`src/rtl/keypad_pkg.sv`:
```
// keypad_pkg: shared types and constants for the keypad conditioner.
//   - key_state_e   : digit-pad FSM state encoding
//   - BTN_*         : bit positions of the control buttons in btn_raw
//   - DB_CYCLES_DEFAULT / CNT_W_DEFAULT : default debounce length and counter width
//   - is_one_hot()  : true when exactly one digit bit is set
package keypad_pkg;

  localparam int unsigned NUM_KEYS = 10;
  localparam int unsigned NUM_BTN  = 5;

  localparam int unsigned BTN_READY = 0;
  localparam int unsigned BTN_SURE  = 1;
  localparam int unsigned BTN_SETUP = 2;
  localparam int unsigned BTN_WAIT  = 3;
  localparam int unsigned BTN_FIRE  = 4;

  // 10 ms at 25 kHz
  localparam int unsigned DB_CYCLES_DEFAULT = 250;
  localparam int unsigned CNT_W_DEFAULT     = 9;

  typedef enum logic [1:0] {
    IDLE       = 2'd0,
    DB_PRESS   = 2'd1,
    HELD       = 2'd2,
    DB_RELEASE = 2'd3
  } key_state_e;

  function automatic logic is_one_hot(input logic [NUM_KEYS-1:0] v);
    return (v != '0) && ((v & (v - NUM_KEYS'(1))) == '0);
  endfunction

endpackage

```
`src/rtl/btn_debounce.sv`:
```
// btn_debounce: single-bit synchroniser + debouncer for one control button.
//   clk, rst_n : clock, asynchronous active-low reset
//   raw        : asynchronous raw button level (1 = pressed)
//   level      : registered debounced level
//   rise       : registered single-cycle pulse on the debounced 0->1 flip
module btn_debounce #(
  parameter int unsigned DB_CYCLES = 250,
  parameter int unsigned CNT_W     = 9
) (
  input  logic clk,
  input  logic rst_n,
  input  logic raw,
  output logic level,
  output logic rise
);

  localparam logic [CNT_W-1:0] CNT_MAX = CNT_W'(DB_CYCLES - 1);

  logic             sync1;
  logic             sync2;
  logic             s;
  logic [CNT_W-1:0] cnt;

  // Two-flop synchroniser
  always_ff @(posedge clk or negedge rst_n) begin
    if (!rst_n) begin
      sync1 <= 1'b0;
      sync2 <= 1'b0;
    end else begin
      sync1 <= raw;
      sync2 <= sync1;
    end
  end

  // Stable state flips only after DB_CYCLES consecutive disagreeing samples
  always_ff @(posedge clk or negedge rst_n) begin
    if (!rst_n) begin
      s   <= 1'b0;
      cnt <= '0;
    end else if (sync2 == s) begin
      cnt <= '0;
    end else if (cnt == CNT_MAX) begin
      s   <= sync2;
      cnt <= '0;
    end else begin
      cnt <= cnt + CNT_W'(1);
    end
  end

  // level delays s by one edge; rise compares s against that delayed copy
  always_ff @(posedge clk or negedge rst_n) begin
    if (!rst_n) begin
      level <= 1'b0;
      rise  <= 1'b0;
    end else begin
      level <= s;
      rise  <= s & ~level;
    end
  end

endmodule

```
`src/rtl/keypad_conditioner.sv`:
```
// keypad_conditioner: synchronises and debounces the 10-key digit pad and the
// five control buttons feeding numeric_code_detonator.
//   clk, rst_n : clock, asynchronous active-low reset
//   key_raw    : raw digit keys, bit i = digit i, 1 = pressed
//   btn_raw    : raw controls {fire, wait_t, setup, sure, ready}, 1 = pressed
//   A          : one-hot single-cycle pulse per accepted digit press
//   ready, sure, setup, wait_t : single-cycle pulses on debounced press
//   fire       : debounced fire level
//   key_err    : only when KEYPAD_MULTI_ERR_EN is defined; single-cycle pulse
//                when a debounced press has two or more digit keys down
module keypad_conditioner
  import keypad_pkg::*;
#(
  parameter int unsigned DB_CYCLES = DB_CYCLES_DEFAULT,
  parameter int unsigned CNT_W     = CNT_W_DEFAULT
) (
  input  logic                clk,
  input  logic                rst_n,
  input  logic [NUM_KEYS-1:0] key_raw,
  input  logic [NUM_BTN-1:0]  btn_raw,
  output logic [NUM_KEYS-1:0] A,
  output logic                ready,
  output logic                sure,
  output logic                setup,
  output logic                wait_t,
  output logic                fire
`ifdef KEYPAD_MULTI_ERR_EN
  ,
  output logic                key_err
`endif
);

  localparam logic [CNT_W-1:0] CNT_MAX = CNT_W'(DB_CYCLES - 1);

  logic [NUM_KEYS-1:0] ks_meta;
  logic [NUM_KEYS-1:0] ks;
  key_state_e          state;
  key_state_e          state_nxt;
  logic [CNT_W-1:0]    cnt;
  logic [CNT_W-1:0]    cnt_nxt;
  logic [NUM_KEYS-1:0] cap;
  logic [NUM_KEYS-1:0] cap_nxt;
  logic                press_done_c;

  // Two-flop synchroniser for the whole digit vector
  always_ff @(posedge clk or negedge rst_n) begin
    if (!rst_n) begin
      ks_meta <= '0;
      ks      <= '0;
    end else begin
      ks_meta <= key_raw;
      ks      <= ks_meta;
    end
  end

  // Digit FSM state register
  always_ff @(posedge clk or negedge rst_n) begin
    if (!rst_n) begin
      state <= IDLE;
      cnt   <= '0;
      cap   <= '0;
    end else begin
      state <= state_nxt;
      cnt   <= cnt_nxt;
      cap   <= cap_nxt;
    end
  end

  // Digit FSM next state; the release leg never emits, so bounces cannot repeat a digit
  always_comb begin
    state_nxt    = state;
    cnt_nxt      = cnt;
    cap_nxt      = cap;
    press_done_c = 1'b0;
    unique case (state)
      IDLE: begin
        if (ks != '0) begin
          cap_nxt   = ks;
          cnt_nxt   = '0;
          state_nxt = DB_PRESS;
        end
      end
      DB_PRESS: begin
        if (ks != cap) begin
          state_nxt = IDLE;
        end else if (cnt == CNT_MAX) begin
          state_nxt    = HELD;
          press_done_c = 1'b1;
        end else begin
          cnt_nxt = cnt + CNT_W'(1);
        end
      end
      HELD: begin
        if (ks == '0) begin
          cnt_nxt   = '0;
          state_nxt = DB_RELEASE;
        end
      end
      DB_RELEASE: begin
        if (ks != '0) begin
          state_nxt = HELD;
        end else if (cnt == CNT_MAX) begin
          state_nxt = IDLE;
        end else begin
          cnt_nxt = cnt + CNT_W'(1);
        end
      end
      default: state_nxt = IDLE;
    endcase
  end

  // Digit output: only a single-key capture produces a pulse
  always_ff @(posedge clk or negedge rst_n) begin
    if (!rst_n) begin
      A <= '0;
    end else begin
      A <= (press_done_c && is_one_hot(cap)) ? cap : '0;
    end
  end

`ifdef KEYPAD_MULTI_ERR_EN
  // Multi-key error pulse, aligned with where A would have pulsed
  always_ff @(posedge clk or negedge rst_n) begin
    if (!rst_n) begin
      key_err <= 1'b0;
    end else begin
      key_err <= press_done_c & ~is_one_hot(cap);
    end
  end
`endif

  logic [NUM_BTN-1:0] level_w;
  logic [NUM_BTN-1:0] rise_w;

  // One independent debouncer per control button
  for (genvar i = 0; i < NUM_BTN; i++) begin : g_btn
    btn_debounce #(
      .DB_CYCLES (DB_CYCLES),
      .CNT_W     (CNT_W)
    ) u_db (
      .clk   (clk),
      .rst_n (rst_n),
      .raw   (btn_raw[i]),
      .level (level_w[i]),
      .rise  (rise_w[i])
    );
  end

  assign ready  = rise_w[BTN_READY];
  assign sure   = rise_w[BTN_SURE];
  assign setup  = rise_w[BTN_SETUP];
  assign wait_t = rise_w[BTN_WAIT];
  assign fire   = level_w[BTN_FIRE];

  // Pulse-only buttons do not need their level, fire does not need its edge
  logic unused_btn;
  assign unused_btn = ^{level_w[BTN_WAIT:BTN_READY], rise_w[BTN_FIRE]};

endmodule

```
`config.mk`:
```
export PLATFORM = sky130hd
export DESIGN_NAME = keypad_conditioner
export DESIGN_NICKNAME = d
export VERILOG_FILES = /design/src/rtl/keypad_pkg.sv /design/src/rtl/btn_debounce.sv /design/src/rtl/keypad_conditioner.sv
export SDC_FILE = /design/constraint.sdc
export NUM_CORES = 1
export LEC_CHECK = 0
export ABC_CLOCK_PERIOD_IN_PS = 4100
export CAP_MARGIN = 15
export CORE_MARGIN = 3
export CORE_UTILIZATION = 37
export CTS_CLUSTER_SIZE = 28
export DETAILED_ROUTE_END_ITERATION = 16
export DONT_BUFFER_PORTS = 1
export PLACE_DENSITY = 0.55
export SKIP_LAST_GASP = 1
export SYNTH_ARGS = -nofsm -noshare
export SYNTH_HDL_FRONTEND = slang
export SYNTH_HIERARCHICAL = 1
export SYNTH_SLANG_ARGS = --single-unit
```
`constraint.sdc`:
```
create_clock -name clk -period 4.1 [get_ports clk]
set_input_delay 0.41 -clock clk [delete_from_list [all_inputs] [get_ports clk]]
set_output_delay 0.41 -clock clk [all_outputs]
set_load 0.005 [all_outputs]
```
# After elaboration in Yosys (flattened, before gate mapping)
# Cells that the tools add are included.
dict set report totals {
  ff_bits 120
  output_inout_bits 15
  elab_cells 119
}
dict set report classes {
  add_sub_neg 7
  eq_ne 21
  n_mux 27
  n_bitwise 14
  reduce_logical 15
}
# cell n
set ops {}
lappend ops {{9-bit two-way mux} 15}
lappend ops {{9-bit by 1-bit adder with 9-bit output (second input constant)} 6}
lappend ops {{9-bit by 8-bit equality test with 1-bit output (second input constant)} 6}
lappend ops {{9-bit case mux with 4 select lines} 1}
lappend ops {{10-bit logical NOT} 2}
lappend ops {{10-bit nonzero test} 2}
lappend ops {{2-bit two-way mux} 6}
lappend ops {{2-bit AND reduction} 6}
lappend ops {{10-bit AND} 1}
lappend ops {{10-bit two-way mux} 1}
lappend ops {{10-bit != test} 1}
lappend ops {{10-bit by 1-bit subtractor with 10-bit output (second input constant)} 1}
lappend ops {{1-bit NOT} 9}
lappend ops {{2-bit != test (second input constant)} 4}
lappend ops {{2-bit case mux with 4 select lines} 1}
lappend ops {{4-bit AND reduction} 2}
lappend ops {{3-bit != test (second input constant)} 2}
lappend ops {{1-bit equality test} 5}
lappend ops {{1-bit AND} 4}
lappend ops {{2-bit equality test (second input constant)} 2}
lappend ops {{1-bit two-way mux} 3}
lappend ops {{2-bit by 1-bit equality test with 1-bit output (second input constant)} 1}
lappend ops {{1-bit logical AND} 2}
lappend ops {{2-bit logical NOT} 1}

# Depth between registers and ports, before layout
# Gate-level depths: netlist of run 1.
dict set report logic_depth {
  ltp_word 6
  depth_mapped 8
  ltp_nobuf 7
}

# Hierarchy
# Netlist of run 1, hierarchy kept.
# module n_inst cells_per_inst area_each_um2
set modules_own_cells {}
lappend modules_own_cells {{btn_debounce (g_btn[0].u_db ...)} 4 64 679.4}
lappend modules_own_cells {keypad_conditioner 1 174 2247.2}
lappend modules_own_cells {{btn_debounce (g_btn[3].u_db)} 1 65 689.4}

# Worst setup path before layout of run 1
# Ideal clock, no wire load.
dict set report synth_path {
  kind {register -> register}
  start {register, netlist name cnt[1]}
  end {register A[0]}
  setup_time_ns 0.080
  arrival_time_ns 1.873
  required_ns 4.020
  setup_slack_ns 2.147
  path_stages_with_launch 9
  n_path_buf 1
  period_less_slack_ns 1.953
  cell_sequence {dfrtp_1 inv_1 ha_1 nand4b_1 or4_4 nand4b_4 a211o_1 buf_6 nor3b_2}
}
# item line_no
set synth_rtl {}
lappend synth_rtl {{end signal: assignment} keypad_conditioner.sv:117} ;# A <= (press_done_c && is_one_hot(cap)) ? cap : '0;
lappend synth_rtl {{end: declaration} keypad_conditioner.sv:21} ;# output logic [NUM_KEYS-1:0] A,

# Worst setup path after layout of run 1
dict set report layout_path {
  start {register state[0]}
  end {register A[7]}
}
dict set report layout_between {
  elab_chain_cells 4
}
# item line_no
set layout_lines {}
lappend layout_lines {{start: declaration} keypad_conditioner.sv:37} ;# key_state_e state;
lappend layout_lines {{start signal: assignment} keypad_conditioner.sv:63} ;# state <= state_nxt;
lappend layout_lines {{2-bit by 1-bit equality test with 1-bit output} keypad_conditioner.sv:75} ;# unique case (state)
lappend layout_lines {{1-bit two-way mux} keypad_conditioner.sv:75}
lappend layout_lines {{1-bit logical AND} keypad_conditioner.sv:117}
lappend layout_lines {{10-bit two-way mux} keypad_conditioner.sv:117}
# Every way passes these cells.
# A chain may end at the register's enable or synchronous reset.

==> results of run 1 <==
## worst reg2reg max path, delay by kind of cell (launching register included)
kind / cells / cell delay, ns
simple gates: 4 / 1.09
compound gates: 1 / 0.49
flops: 1 / 0.67
## area by class of cell
cell class	instances	area, um^2	share of cell area
clock buffer	18	439	0.0686
antenna	1	2.50	0.000391
inverter	28	105	0.0164
multi-input combinational	331	2450	0.382
tap	184	230	0.0360
timing repair buffer	5	65.1	0.0102
sequential	120	3000	0.469
clock inverter	13	108	0.0168
## power by group
group	internal (mW)	total [mW]	switching, mW
combinational	0.0614	0.149	0.0879
sequential	1.23	1.29	0.0606
clock	0.836	1.35	0.515
## cell usage in the layout, fill, tap and decap left out, types with 2 or more instances in the layout
| cell | count |
|---|---|
| sky130_fd_sc_hd__a21oi_1 | 25 |
| sky130_fd_sc_hd__o311ai_0 | 9 |
| sky130_fd_sc_hd__ha_1 | 12 |
| sky130_fd_sc_hd__dlygate4sd3_1 | 3 |
| sky130_fd_sc_hd__clkinvlp_4 | 7 |
| sky130_fd_sc_hd__o21ai_0 | 26 |
| sky130_fd_sc_hd__o21a_1 | 6 |
| sky130_fd_sc_hd__nor2_1 | 21 |
| sky130_fd_sc_hd__nor3b_1 | 5 |
| sky130_fd_sc_hd__nor3_1 | 9 |
| sky130_fd_sc_hd__a31oi_1 | 9 |
| sky130_fd_sc_hd__a21boi_0 | 10 |
| sky130_fd_sc_hd__o21bai_1 | 5 |
| sky130_fd_sc_hd__and3b_1 | 5 |
| sky130_fd_sc_hd__a2bb2oi_1 | 5 |
| sky130_fd_sc_hd__dfrtp_1 | 120 |
| sky130_fd_sc_hd__nand3b_1 | 5 |
| sky130_fd_sc_hd__clkbuf_16 | 17 |
| sky130_fd_sc_hd__a211o_1 | 2 |
| sky130_fd_sc_hd__nor4_1 | 5 |
| sky130_fd_sc_hd__xor2_1 | 15 |
| sky130_fd_sc_hd__mux2_2 | 6 |
| sky130_fd_sc_hd__nand3_4 | 5 |
| sky130_fd_sc_hd__xnor2_1 | 5 |
| sky130_fd_sc_hd__or2_2 | 2 |
| sky130_fd_sc_hd__clkinv_2 | 5 |
| sky130_fd_sc_hd__o31ai_2 | 5 |
| sky130_fd_sc_hd__nand4_1 | 11 |
| sky130_fd_sc_hd__nor3b_2 | 9 |
| sky130_fd_sc_hd__or3_1 | 19 |
| sky130_fd_sc_hd__nor4_2 | 2 |
| sky130_fd_sc_hd__o211ai_1 | 5 |
| sky130_fd_sc_hd__nand4b_1 | 6 |
| sky130_fd_sc_hd__nand2_1 | 18 |
| sky130_fd_sc_hd__nand3_1 | 14 |
| sky130_fd_sc_hd__nor2b_1 | 6 |
| sky130_fd_sc_hd__nor4b_1 | 4 |
| sky130_fd_sc_hd__nand2b_1 | 11 |
| sky130_fd_sc_hd__mux2_1 | 9 |
| sky130_fd_sc_hd__inv_1 | 28 |
## repair_timing
| action | in CTS | in global routing |
|---|---|---|
| buffers inserted | 0 | 0 |
| hold buffers | 2 | 2 |
| hold endpoints to repair | 120 | 2 |
## state kept, by name, indices dropped and copies added (netlist names)
signal / cells
cnt: 9
g_btn.u_db/cnt: 45
ks_meta: 10
ks: 10
g_btn.u_db/rise: 4
g_btn.u_db/s: 5
A: 10
g_btn.u_db/sync2: 5
g_btn.u_db/sync1: 5
g_btn.u_db/level: 5
cap: 10
state: 2
## stage by stage
step	hold WS [ns]	instances	area [um^2]
final	0.0252	700	6400
after global routing	0.000635	700	6400
after CTS	0.00157	697	6380
after detailed placement	0.117	664	5790
after global placement	0.118	664	5790
after floorplan	0.114	493	5620
## layer usage
| layer | share of wire | global-route usage | routed length [um] | vias up |
|---|---|---|---|---|
| li1 | - | - | - | 1821 |
| met1 | 0.46 | 0.174 | 4850 | 1880 |
| met2 | 0.48 | 0.208 | 5090 | 57 |
| met3 | 0.032 | 0.0412 | 339 | 19 |
| met4 | 0.022 | 0.0716 | 227 | 0 |
| met5 | 0 | 0 | 0 | - |
## worst max path at each step
stage,endpoint,from
2_1_floorplan,A[0],cnt[1]
3_3_place_gp,A[2],state[0]
3_5_place_dp,A[8],state[0]
4_1_cts,A[7],state[0]
5_1_grt,A[7],state[0]
6_report,A[7],state[0]
==> implementation parameters, run 1 <==
Parameter                              Value

Outcome
  Status    finished, final reports clean

STA
  Worst clock skew    0.00575 ns
  Worst relative slew slack    0.595
  PnR worst setup slack    1.77 ns
  Final number of setup-violating endpoints    0
  Min cycle time layout    2.33 ns
  Crit share post-route    0.568
  Slew of the pin with the lowest slew margin    0.607 ns
  Setup tns final    0 ns
  Slew Limit Fails    0
  Count of final hold-check violations    0
  Setup repair after global routing missed its margin    false
  Highest attainable clock frequency    429 MHz

GRT
  Maximum number of pins on one net before global-route repair    121
  Initial antenna violation count    1
  Vias in the first global route    3692
  Wire length of the first global-routing pass    18.0 mm
  Overflow left after global routing    0
  Total global routing track utilization    0.136

Clock tree
  Clock latency on the worst-skew pair    0.41 ns
  TritonCTS clock tree    done
  Clock slew at reported path FFs    0.05 ns
  Root buffer cell    sky130_fd_sc_hd__clkbuf_16
  Clock sink count    120
  CTS H-tree lvls    4
  Clock Tree Buf Depth    2
  Inserted Clock Buffers    17
  Number of cells upsized or downsized after cts    0

Detailed routing
  Antenna Nets Post-Route    0
  Pre-antenna DRT Iters    5
  Mean number of vias per cell    5.40
  Vias    3777
  Routed Wire Length    10.5 mm
  Average wire per cell in the routed design    15.0 um
  Initial DRC Count    244
  Drc violations    0

Pwr
  Worst VDD drop    0.262 mV
  Static leakage    2.53 nW
  PnR Total Power    2.79 mW
  Total power density per cell area    436 nW/um^2

Setup path
  Number of stages on the worst setup path    5
  Max FO, Critical Path    20
  Data required time of the critical path    4.43 ns
  Launching element type of the critical path    flop
  Cell class contributing the biggest share of worst-path delay    simple AND/OR/NAND/NOR gates
  Buffers & Inverters on Critical Path    0
  Series of cell instances along the critical path    nand4b_1 -> or4_4 -> nand4b_4 -> a211o_1 -> nor3b_2
  Cell with the largest stage delay on the worst path    sky130_fd_sc_hd__dfrtp_1
  Biggest cell delay along the critical path    0.67 ns
  Endpoint of the most critical register-to-register path    A[7]
  Setup CP Type    reg -> reg
  Origin of the critical flop-to-flop path    state[0]
  Setup slack of the most critical reg-to-reg path    1.77 ns
  Kind of end point of the critical path    flop
  Worst path arrival time    2.65 ns
  Count of cells along the worst register-to-register path    5

Cells and area
  Area delta synth->final    13.8%
  Fill cells    1327
  Final nets    532
  Fraction of layout cells with a size suffix above 1    0.134
  Final Core Density    0.435

Synth
  Syn nets    522
  Warnings, synthesis    6
  Synthesized netlist cell count    493
  Synth Cell Area    5620 um^2
  Average cell area after synthesis    11.4 um^2

Floorplanning
  Full die area    16700 um^2
  Number of placement rows    44
  Vert. Die Dim    129 um
  Initial Util    0.383
  I/O pins    32
  Placeable core region    14700 um^2
  Horizontal die dimension    129 um

Min path
  HP Start    key_raw[1]
  End point of the most critical hold path    ks_meta[1]
  Min-Delay Path Depth    0
  Min-Delay Path Class    in -> reg

Placement
  Setup WS pre-CTS    1.75 ns
  Final HPWL DP    7.03 mm
  Count of buffers inserted at the top-level ports    0
  Last weighted congestion value of the routability-driven placer    0.825

Job
  Number of violations of the max-capacitance limit    0
(Power assumes the default switching activity.)
==> inputs of run 2 (changes only) <==
--- a/config.mk
+++ b/config.mk
@@ -5,7 +5,7 @@
 export SDC_FILE = /design/constraint.sdc
 export NUM_CORES = 1
 export LEC_CHECK = 0
-export ABC_CLOCK_PERIOD_IN_PS = 4100
+export ABC_CLOCK_PERIOD_IN_PS = 2400
 export CAP_MARGIN = 15
 export CORE_MARGIN = 3
 export CORE_UTILIZATION = 37
==> constraint.sdc (replaced) <==
create_clock -name clk -period 2.4 [get_ports clk]
set_input_delay 0.24 -clock clk [delete_from_list [all_inputs] [get_ports clk]]
set_output_delay 0.24 -clock clk [all_outputs]
set_load 0.005 [all_outputs]
==> implementation parameters, run 2 (synthesized netlist as in run 1, its figures left out) <==
Parameter                              Value

Outcome
  Status    complete, but fails checks
  Violated checks    negative hold slack

Setup path
  Count of cells along the worst register-to-register path    7
  Worst path arrival time    2.47 ns
  Series of cell instances along the critical path    inv_1 -> ha_1 -> nand4b_1 -> or4_4 -> nand4b_4 -> a211o_2 -> nor3b_2
  Biggest cell delay along the critical path    0.51 ns
  Cell class contributing the biggest share of worst-path delay    simple AND/OR/NAND/NOR gates
  Cell with the largest stage delay on the worst path    sky130_fd_sc_hd__or4_4
  Setup CP Type    reg -> reg
  Kind of end point of the critical path    flop
  Launching element type of the critical path    flop
  Data required time of the critical path    2.72 ns
  Max FO, Critical Path    10
  Buffers & Inverters on Critical Path    1
  Number of stages on the worst setup path    7

Detailed routing
  Drc violations    0
  Vias    3832
  Routed Wire Length    10.7 mm
  Antenna Nets Post-Route    0
  Mean number of vias per cell    5.39
  Average wire per cell in the routed design    15.1 um
  Initial DRC Count    260
  Pre-antenna DRT Iters    4

Floorplanning
  I/O pins    32
  Full die area    16700 um^2
  Placeable core region    14700 um^2
  Initial Util    0.383
  Horizontal die dimension    129 um
  Vert. Die Dim    129 um
  Number of placement rows    44

Cells and area
  Area delta synth->final    16.5%
  Commonest non-fill, non-tap cells in the layout    sky130_fd_sc_hd__dfrtp_1, sky130_fd_sc_hd__inv_1, sky130_fd_sc_hd__o21ai_0
  Fill cells    1337
  Largest register by flop count    g_btn.u_db/cnt
  Non-filler instance count after layout    711
  Fraction of layout cells with a size suffix above 1    0.129
  Final nets    544
  Area occupied by multi-input gates    2450 um^2
  Leading cell type in the layout, fill and taps excluded    sky130_fd_sc_hd__dfrtp_1
  Max FFs per register    45
  Number of diodes    0
  Final Core Density    0.446
  Reg area    3000 um^2

STA
  Worst clock skew    0.00530 ns
  Setup tns final    0 ns
  Worst relative slew slack    0.647
  Slew of the pin with the lowest slew margin    0.523 ns
  Crit share post-route    0.894
  Count of final hold-check violations    120
  Setup repair after global routing missed its margin    false
  Slew Limit Fails    0
  Min cycle time layout    2.14 ns
  Hold slack final    -0.472 ns
  PnR worst setup slack    0.255 ns
  Final number of setup-violating endpoints    0
  Highest attainable clock frequency    466 MHz

Placement
  Final HPWL DP    7.18 mm
  Count of buffers inserted at the top-level ports    0
  Setup WS pre-CTS    0.170 ns
  Placed cell count    665
  Last weighted congestion value of the routability-driven placer    0.802

GRT
  Total global routing track utilization    0.142
  Maximum number of pins on one net before global-route repair    121
  Wire length of the first global-routing pass    18.9 mm
  Initial antenna violation count    0
  Vias in the first global route    3902
  Overflow left after global routing    0

Pwr
  Total power density per cell area    760 nW/um^2
  Sequential group share of total power    0.441
  Combinational cell fraction of total power    0.048
  Pint    3.91 mW
  Switching portion of total power    0.215
  Net switching power figure    1.07 mW
  Static leakage    2.62 nW
  Worst VDD drop    0.520 mV
  Clock group share of total power    0.511

Clock tree
  Hold-fix buffers at CTS    15
  Clock sink count    120
  Root buffer cell    sky130_fd_sc_hd__clkbuf_16
  Clock latency on the worst-skew pair    0.40 ns
  Clock slew at reported path FFs    0.05 ns
  Inserted Clock Buffers    17
  Clock Tree Buf Depth    2
  TritonCTS clock tree    done
  CTS H-tree lvls    4

Min path
  Min-Delay Path Class    in -> async

Job
  Number of violations of the max-capacitance limit    0
-- run 2: path summary, 6_finish.rpt --
| kind | from | to | slack (ns) |
|---|---|---|---|
| worst max-delay path | cnt[1] | A[6] | 0.26 |
| worst min-delay path | rst_n | g_btn[3].u_db/cnt[4] | -0.47 |
| worst max register to register | cnt[1] | A[6] | 0.26 |
| worst min register to register | ks_meta[3] | ks[3] | 0.34 |
| max in group asynchronous | rst_n | cap[9] | 2.66 |
| min in group clk | ks_meta[3] | ks[3] | 0.34 |
-- run 2: per-layer routing --
metal  vias to the layer above  part of all wire  global-route usage
li1                       1847                 -                   -
met1                      1904              0.46               0.184
met2                        64              0.48               0.224
met3                        17             0.033              0.0350
met4                         0             0.023              0.0698
met5                         -                 0                   0
-- run 2: metrics by stage --
| step | instance area [um^2] | power, mW |
|---|---|---|
| floorplan | 5620 | 2.39 |
| global placement | 5800 | 2.44 |
| detailed placement | 5800 | 2.45 |
| CTS | 6550 | 5.06 |
| global route | 6550 | 5.19 |
| finish | 6550 | 4.98 |
-- run 2: power groups by stage --
stage | registers [mW] | logic [mW] | clock network (mW)
global placement | 2.23 | 0.212 | 0
detailed placement | 2.23 | 0.218 | 0
global route | 2.21 | 0.269 | 2.71
finish | 2.20 | 0.238 | 2.55
floorplan | 2.18 | 0.204 | 0
CTS | 2.20 | 0.240 | 2.63
-- run 2: layout make-up --
cell class | count | area share
clock buffers | 22 | 0.0724
clock inverters | 9 | 0.0187
inverters | 28 | 0.0160
multi-input cells | 331 | 0.374
flip-flops and latches | 120 | 0.459
well taps | 184 | 0.0352
repair buffers | 17 | 0.0252
-- run 2: worst reg2reg max path, delay by kind of cell (launching register included) --
family | cells | cell delay [ns]
compound gates | 1 | 0.46
fa+ha+maj | 1 | 0.14
buf+inv | 1 | 0.08
flops | 1 | 0.39
simple gates | 4 | 0.99
-- run 2: timing repair --
action	in CTS	in global routing
endpoints found under the setup margin	0	1
gates resized for setup	0	1
setup buffers	0	0
endpoints found under the hold margin	135	120
